===== src/rtl/pb_event_decoder.sv =====
// Turns a debounced push-button level into one-cycle press/release/click/long/repeat
// event pulses plus a registered "held" status.
module pb_event_decoder #(
  parameter int unsigned LONG_CYCLES   = 50_000_000,
  parameter int unsigned REPEAT_PERIOD = 10_000_000,
  parameter bit          REPEAT_EN     = 1'b1,
  parameter int unsigned CNT_W         = 26
) (
  input  logic clk,
  input  logic rst_n,
  input  logic pb_level,
  output logic press_pulse,
  output logic release_pulse,
  output logic click_pulse,
  output logic long_pulse,
  output logic repeat_pulse,
  output logic held
);

  typedef enum logic [1:0] {
    WAIT_REL = 2'd0,
    IDLE     = 2'd1,
    PRESSED  = 2'd2,
    REPEAT   = 2'd3
  } state_t;

  localparam logic [CNT_W-1:0] LONG_LAST = CNT_W'(LONG_CYCLES - 1);
  localparam logic [CNT_W-1:0] REP_LAST  = CNT_W'(REPEAT_PERIOD - 1);

  state_t           state_q, state_d;
  logic [CNT_W-1:0] cnt_q, cnt_d;
  logic             press_q, press_d;
  logic             release_q, release_d;
  logic             click_q, click_d;
  logic             long_q, long_d;
  logic             repeat_q, repeat_d;
  logic             held_q, held_d;

  always_ff @(posedge clk or negedge rst_n) begin
    if (!rst_n) begin
      state_q   <= WAIT_REL;
      cnt_q     <= '0;
      press_q   <= 1'b0;
      release_q <= 1'b0;
      click_q   <= 1'b0;
      long_q    <= 1'b0;
      repeat_q  <= 1'b0;
      held_q    <= 1'b0;
    end else begin
      state_q   <= state_d;
      cnt_q     <= cnt_d;
      press_q   <= press_d;
      release_q <= release_d;
      click_q   <= click_d;
      long_q    <= long_d;
      repeat_q  <= repeat_d;
      held_q    <= held_d;
    end
  end

  // Release is tested before the threshold so a release on the threshold edge
  // suppresses the long/repeat pulse.
  always_comb begin
    state_d   = state_q;
    cnt_d     = cnt_q;
    press_d   = 1'b0;
    release_d = 1'b0;
    click_d   = 1'b0;
    long_d    = 1'b0;
    repeat_d  = 1'b0;
    unique case (state_q)
      WAIT_REL: begin
        cnt_d = '0;
        if (!pb_level) state_d = IDLE;
      end
      IDLE: begin
        cnt_d = '0;
        if (pb_level) begin
          state_d = PRESSED;
          press_d = 1'b1;
        end
      end
      PRESSED: begin
        if (!pb_level) begin
          state_d   = IDLE;
          cnt_d     = '0;
          release_d = 1'b1;
          click_d   = 1'b1;
        end else if (cnt_q == LONG_LAST) begin
          state_d = REPEAT;
          cnt_d   = '0;
          long_d  = 1'b1;
        end else begin
          cnt_d = cnt_q + 1'b1;
        end
      end
      REPEAT: begin
        if (!pb_level) begin
          state_d   = IDLE;
          cnt_d     = '0;
          release_d = 1'b1;
        end else if (cnt_q == REP_LAST) begin
          cnt_d    = '0;
          repeat_d = REPEAT_EN;
        end else begin
          cnt_d = cnt_q + 1'b1;
        end
      end
      default: begin
        state_d = WAIT_REL;
        cnt_d   = '0;
      end
    endcase
    held_d = (state_d == PRESSED) || (state_d == REPEAT);
  end

  assign press_pulse   = press_q;
  assign release_pulse = release_q;
  assign click_pulse   = click_q;
  assign long_pulse    = long_q;
  assign repeat_pulse  = repeat_q;
  assign held          = held_q;

endmodule

===== config.mk =====
export PLATFORM = sky130hd
export DESIGN_NAME = pb_event_decoder
export DESIGN_NICKNAME = d
export VERILOG_FILES = /design/src/rtl/pb_event_decoder.sv
export SDC_FILE = /design/constraint.sdc
export NUM_CORES = 1
export LEC_CHECK = 0
export ABC_AREA = 1
export CAP_MARGIN = 20
export CORE_MARGIN = 2
export CORE_UTILIZATION = 39
export DETAILED_ROUTE_END_ITERATION = 8
export GPL_TIMING_DRIVEN = 0
export PLACE_DENSITY = 0.66
export SYNTH_ARGS = -nofsm -noshare
export SYNTH_HDL_FRONTEND = slang
export SYNTH_SLANG_ARGS = --single-unit
export TNS_END_PERCENT = 50

===== constraint.sdc =====
create_clock -name clk -period 2.1 [get_ports clk]
set_input_delay 0.525 -clock clk [delete_from_list [all_inputs] [get_ports clk]]
set_output_delay 0.525 -clock clk [all_outputs]
set_load 0.05 [all_outputs]

# Yosys cells after proc, flatten, opt, wreduce, memory -nomap -nowiden
# Index checks and enable logic that the tools add are counted.
# word_totals
ff_bits	34
in_bits	3
out_inout_bits	6
elab_cells	42
# op_classes
addsub	1
n_eq_ne	7
muxes	21
n_reduce_logical	5
# op_table
cell	n
$mux W26	4
$pmux W26 S3	1
$add A26 B1 Y26 const B	1
$eq A26 B24 Y1 const B	1
$eq A26 B26 Y1 const B	1
$mux W1	11
$eq A2 B2 Y1 const B	4
$mux W2	4
$pmux W2 S3	1
$reduce_or A2 Y1	3
$eq A2 B1 Y1 const B	1
$logic_not A2 Y1	1
$logic_or A1 B1 Y1	1

# Logic depth before layout (Yosys ltp)
# logic_depth
depth_word	6
ltp_mapped	11
mapped_depth_nobuf	10

# Least setup slack after synthesis
# OpenSTA, ideal clock, no wires.
# synth_timing
path_type	register -> register
startpoint	register, netlist name held
endpoint	register cnt_q[0]
setup_ns	0.077
arrival_time_ns	1.441
t_required_ns	2.023
path_slack_ns	0.582
stages_incl_launch_ff	7
path_buffers	1
synth_period_minus_slack_ns	1.518
cell_sequence	dfrtp_1 > ha_1 > nand2_1 > inv_1 > nand2_4 > buf_12 > a21oi_1
# synth_rtl
item	line_no	source
end signal: assignment	51	cnt_q <= cnt_d;
end: declaration	31	logic [CNT_W-1:0] cnt_q, cnt_d;

# Final worst setup path
# layout_timing
startpoint	register release_q (netlist: release_pulse)
endpoint	output release_pulse
# layout_rtl
item	line_no	source
start: declaration	33	logic release_q, release_d;
start signal: assignment	53	release_q <= release_d;
end: declaration	13	output logic release_pulse,
# No word-level cell between the ends.

==> results.env <==
LAYOUT_COMMON_CELLS='80 x sky130_fd_sc_hd__nand2_1, 53 x sky130_fd_sc_hd__nor2_1, 43 x sky130_fd_sc_hd__inv_1, 33 x sky130_fd_sc_hd__dfrtp_1, 26 x sky130_fd_sc_hd__nand3_1'
DRTITER0DRC=194
BUSIEST_LAYER='met2'
CRIT-REG2REG-LAUNCH='cnt_q[0]$_DFF_PN0_'
CRITICAL_PATH_ARRIVAL_PS=1420
WORST_EP_REQUIRED_TIME_PS=1570
GRT_ANTENNA_BEFORE_REPAIR=0
FIN_UTIL_PCT=44.8
RR_ENDPOINT='cnt_q[2]$_DFF_PN0_'
FINISHED_CELL_AREA_SQ_UM=2450
INITIAL_CORE_UTIL_PCT=40.2
WORST-SLEW-PIN-TRANSITION_PS=770
NUM_ANTENNA_CELLS=0
MET3_USAGE_PCT=3.07
ROUTED_WL_MM=5.45
SETUP.WORST_PATH.START_CLASS='flop'
SYN_NETS=320
CP_SLOWEST_STAGE_DELAY_PS=800
REPORT.FINAL.SETUP_VIOL=0
AVGSYNTHCELLAREA_SQ_UM=7.05
CRIT_START='release_pulse$_DFF_PN0_'
AVGVIACOUNTPERCELL=4.97
POSTSYNTHCELLCOUNT=312
LAYOUT.CELLS.NON_FILLER=400
CP.DEPTH=1
STATIC-LEAKAGE-POWER_nW=1.06
SETUP_TNS_PS=0
FINAL_ANTENNA_NET_COUNT=0
FIN_SKEW_PS=5.94
MAX_CAP_VIOLATIONS=0
PLACE_HPWL_MM=4.07
POST_SYNTH_NUM_CELL_TYPES=32
COUNT_OF_PLACED_STANDARD_CELLS_INCLUDING_TAPS=392
CLOCK-ROOT-BUFFER='sky130_fd_sc_hd__clkbuf_8'
REPORT.POWER.TOTAL_mW=1.67
CRITPATHKIND='reg2out'
SLEW_HEADROOM_PCT=48.7
FMAX_GHz=0.514
TRITONCTS='yes'
DIEHEIGHT_UM=79.1
SLEW_VIOLATIONS=0
REG2REG_SLACK_PS=230
DRTPASS1ITERATIONS=4
SYNTH_AREA_LEADERS='sky130_fd_sc_hd__dfrtp_1 38%, sky130_fd_sc_hd__nand2_1 14%, sky130_fd_sc_hd__nor2_1 9.0%'
AREA_GROWTH_PCT=11.4
WORST_HOLD_PATH_TYPE='in2async'
PLACEMENTROWS=27
CRIT_END='release_pulse'
WORST_SETUP_PATH_END_KIND='output pin'
PATH_MAX_FANOUT=1
OVERFLOW=0
GR_UTIL_ALL_LAYERS_PCT=19.4
DIEWIDTH_UM=79.1
FINAL_COMMON_CELL='sky130_fd_sc_hd__nand2_1'
REG2REG_DEPTH=8
CLOCK_INSERTION_DELAY_WORST_SKEW_PS=290
NETLIST.TOP_CELL.BY_AREA='sky130_fd_sc_hd__dfrtp_1'
PEAKVDDDROP_mV=0.285
PLACEABLECOREAREA_SQ_UM=5470
HTREE_LEVELS=2
GRT_MAX_DEGREE=34
DESIGN.DIE.AREA_SQ_UM=6260
BOUNDARYPINS=9
DRC=0
CRIT_PATH_TOP_DELAY_CELL='sky130_fd_sc_hd__clkdlybuf4s50_1'
PATH_CELLS='clkdlybuf4s50_1'
POST_PLACEMENT_CELL_AREA_SQ_UM=2360
PORT_BUFFERS=8
YS_WARN_COUNT=0
NETS=335
CELLPOWERDENSITY_nW_PER_UM2=683
YOSYSSEQAREASHARE_PCT=37.5
PERIOD_NEEDED_PS=1950
CTS_SINKS=33
CTS.REPORTEDPATHS.CLKPINSLEW_PS=70
POST_CTS.REPAIR.SETUP_BUFFERS=0
WORST_PATH_DOMINANT_CELL_FAMILY='buffers and inverters'
FIRST_GLOBAL_VIAS=1946
USE_MET2_PCT=30.5
CLOCK_TREE.BUFFER_DEPTH=2
USE_MET1_PCT=27.3
SYNTHDOMINANTCELLAREASHARE_PCT=37.5
RUN_STATUS='completed'
TIMING_HOLD_VIOLATIONS_FINAL=0
FINAL_MIN_PERIOD_OVER_CLOCK_PERIOD_PCT=92.6
SYN-CELL-AREA_SQ_UM=2200
CTS_INSERTED_BUFFERS=5
POST_DRT_WL_PER_CELL_UM=13.6
DRIVE_GT1_SHARE_PCT=10.7
WIRE_LENGTH_OF_THE_FIRST_GLOBAL_ROUTING_PASS_MM=9.28
WORST_PATH_BUFS_INVS=1
VIAS=1988
PLACE_CONGESTION=0.952
GRT_SETUP_UNREPAIRED='no'
YS_SEQ_ELEMENTS=33
## worst min path at each step
stage / from / to / slack (ps)
floorplan: rst_n / click_pulse$_DFF_PN0_ / 230
global placement: cnt_q[0]$_DFF_PN0_ / cnt_q[0]$_DFF_PN0_ / 450
detailed placement: cnt_q[0]$_DFF_PN0_ / cnt_q[0]$_DFF_PN0_ / 460
CTS: rst_n / cnt_q[0]$_DFF_PN0_ / 340
global route: rst_n / cnt_q[7]$_DFF_PN0_ / 370
finish: rst_n / cnt_q[7]$_DFF_PN0_ / 300
## logic make-up (layout without fill, tap and decap cells)
logic type                 after synthesis  count (layout)  share of synthesized area, %
and+or+nand+nor                        190             190                          40.2
buffers and inverters                   48              64                          9.33
DFF                                     33              33                          37.5
AOI/OAI and AO/OA                       30              30                          7.68
xor gates and xnor gates                 6               6                          2.39
adders and majority gates                5               5                          2.84
## cell type report
type	instances	area, sq um
Clock buffer	6	72.6
Buffer	4	40.0
Sequential cell	33	826
Fill cell	617	3020
Multi-Input combinational cell	231	1170
Tap cell	72	90.1
Clock inverter	2	10.0
Timing Repair Buffer	8	77.6
Inverter	44	165
## where the power goes
group / switching (mW) / total (mW) / internal (mW)
clock network: 0.243 / 0.473 / 0.230
registers: 0.0385 / 0.716 / 0.678
logic: 0.331 / 0.485 / 0.154
## Yosys cell counts
cell type                  count
sky130_fd_sc_hd__buf_2         1
sky130_fd_sc_hd__nor3_4        1
sky130_fd_sc_hd__dfrtp_1      33
sky130_fd_sc_hd__nor2_4        3
sky130_fd_sc_hd__nand2_2       3
sky130_fd_sc_hd__nand4_2       1
sky130_fd_sc_hd__nor2_2        4
sky130_fd_sc_hd__nor3b_2       1
sky130_fd_sc_hd__ha_1          5
sky130_fd_sc_hd__nor3_1        2
sky130_fd_sc_hd__or2_2         1
sky130_fd_sc_hd__inv_2         1
sky130_fd_sc_hd__a31oi_1       2
sky130_fd_sc_hd__xnor2_1       3
sky130_fd_sc_hd__inv_1        43
sky130_fd_sc_hd__nand3_2       4
sky130_fd_sc_hd__nand4_1       7
sky130_fd_sc_hd__o21ai_0       7
sky130_fd_sc_hd__a21oi_2       3
sky130_fd_sc_hd__a21boi_0      1
sky130_fd_sc_hd__and3_1        1
sky130_fd_sc_hd__nor2_1       53
sky130_fd_sc_hd__clkbuf_1      1
sky130_fd_sc_hd__o21bai_1      1
sky130_fd_sc_hd__xor2_1        3
sky130_fd_sc_hd__nand2_4       2
sky130_fd_sc_hd__a21oi_1      16
sky130_fd_sc_hd__nand3b_1      1
sky130_fd_sc_hd__nand3_1      26
sky130_fd_sc_hd__buf_12        1
sky130_fd_sc_hd__buf_6         1
sky130_fd_sc_hd__nand2_1      80
## repair_timing
item                                    in CTS  in global routing
hold buffers                                 0                  0
gates resized for setup                      0                  1
endpoints found under the setup margin       0                  1
## stage by stage
step	hold WS [ps]	setup slack, ps
6_report	304	155
5_1_grt	371	94.8
4_1_cts	340	21.6
3_5_place_dp	458	121
3_3_place_gp	449	-182
2_1_floorplan	229	582
## registers in the layout, indices dropped and copies added, names as in the netlist
register	cells
held	1
cnt_q	26
release_pulse	1
press_pulse	1
long_pulse	1
repeat_pulse	1
click_pulse	1
state_q	1
## metal layers
metal,vias to the layer above,routed length [um]
li1,1017,-
met1,915,2600
met2,47,2480
met3,9,282
met4,0,84
met5,-,0
(Power assumes the default switching activity.)
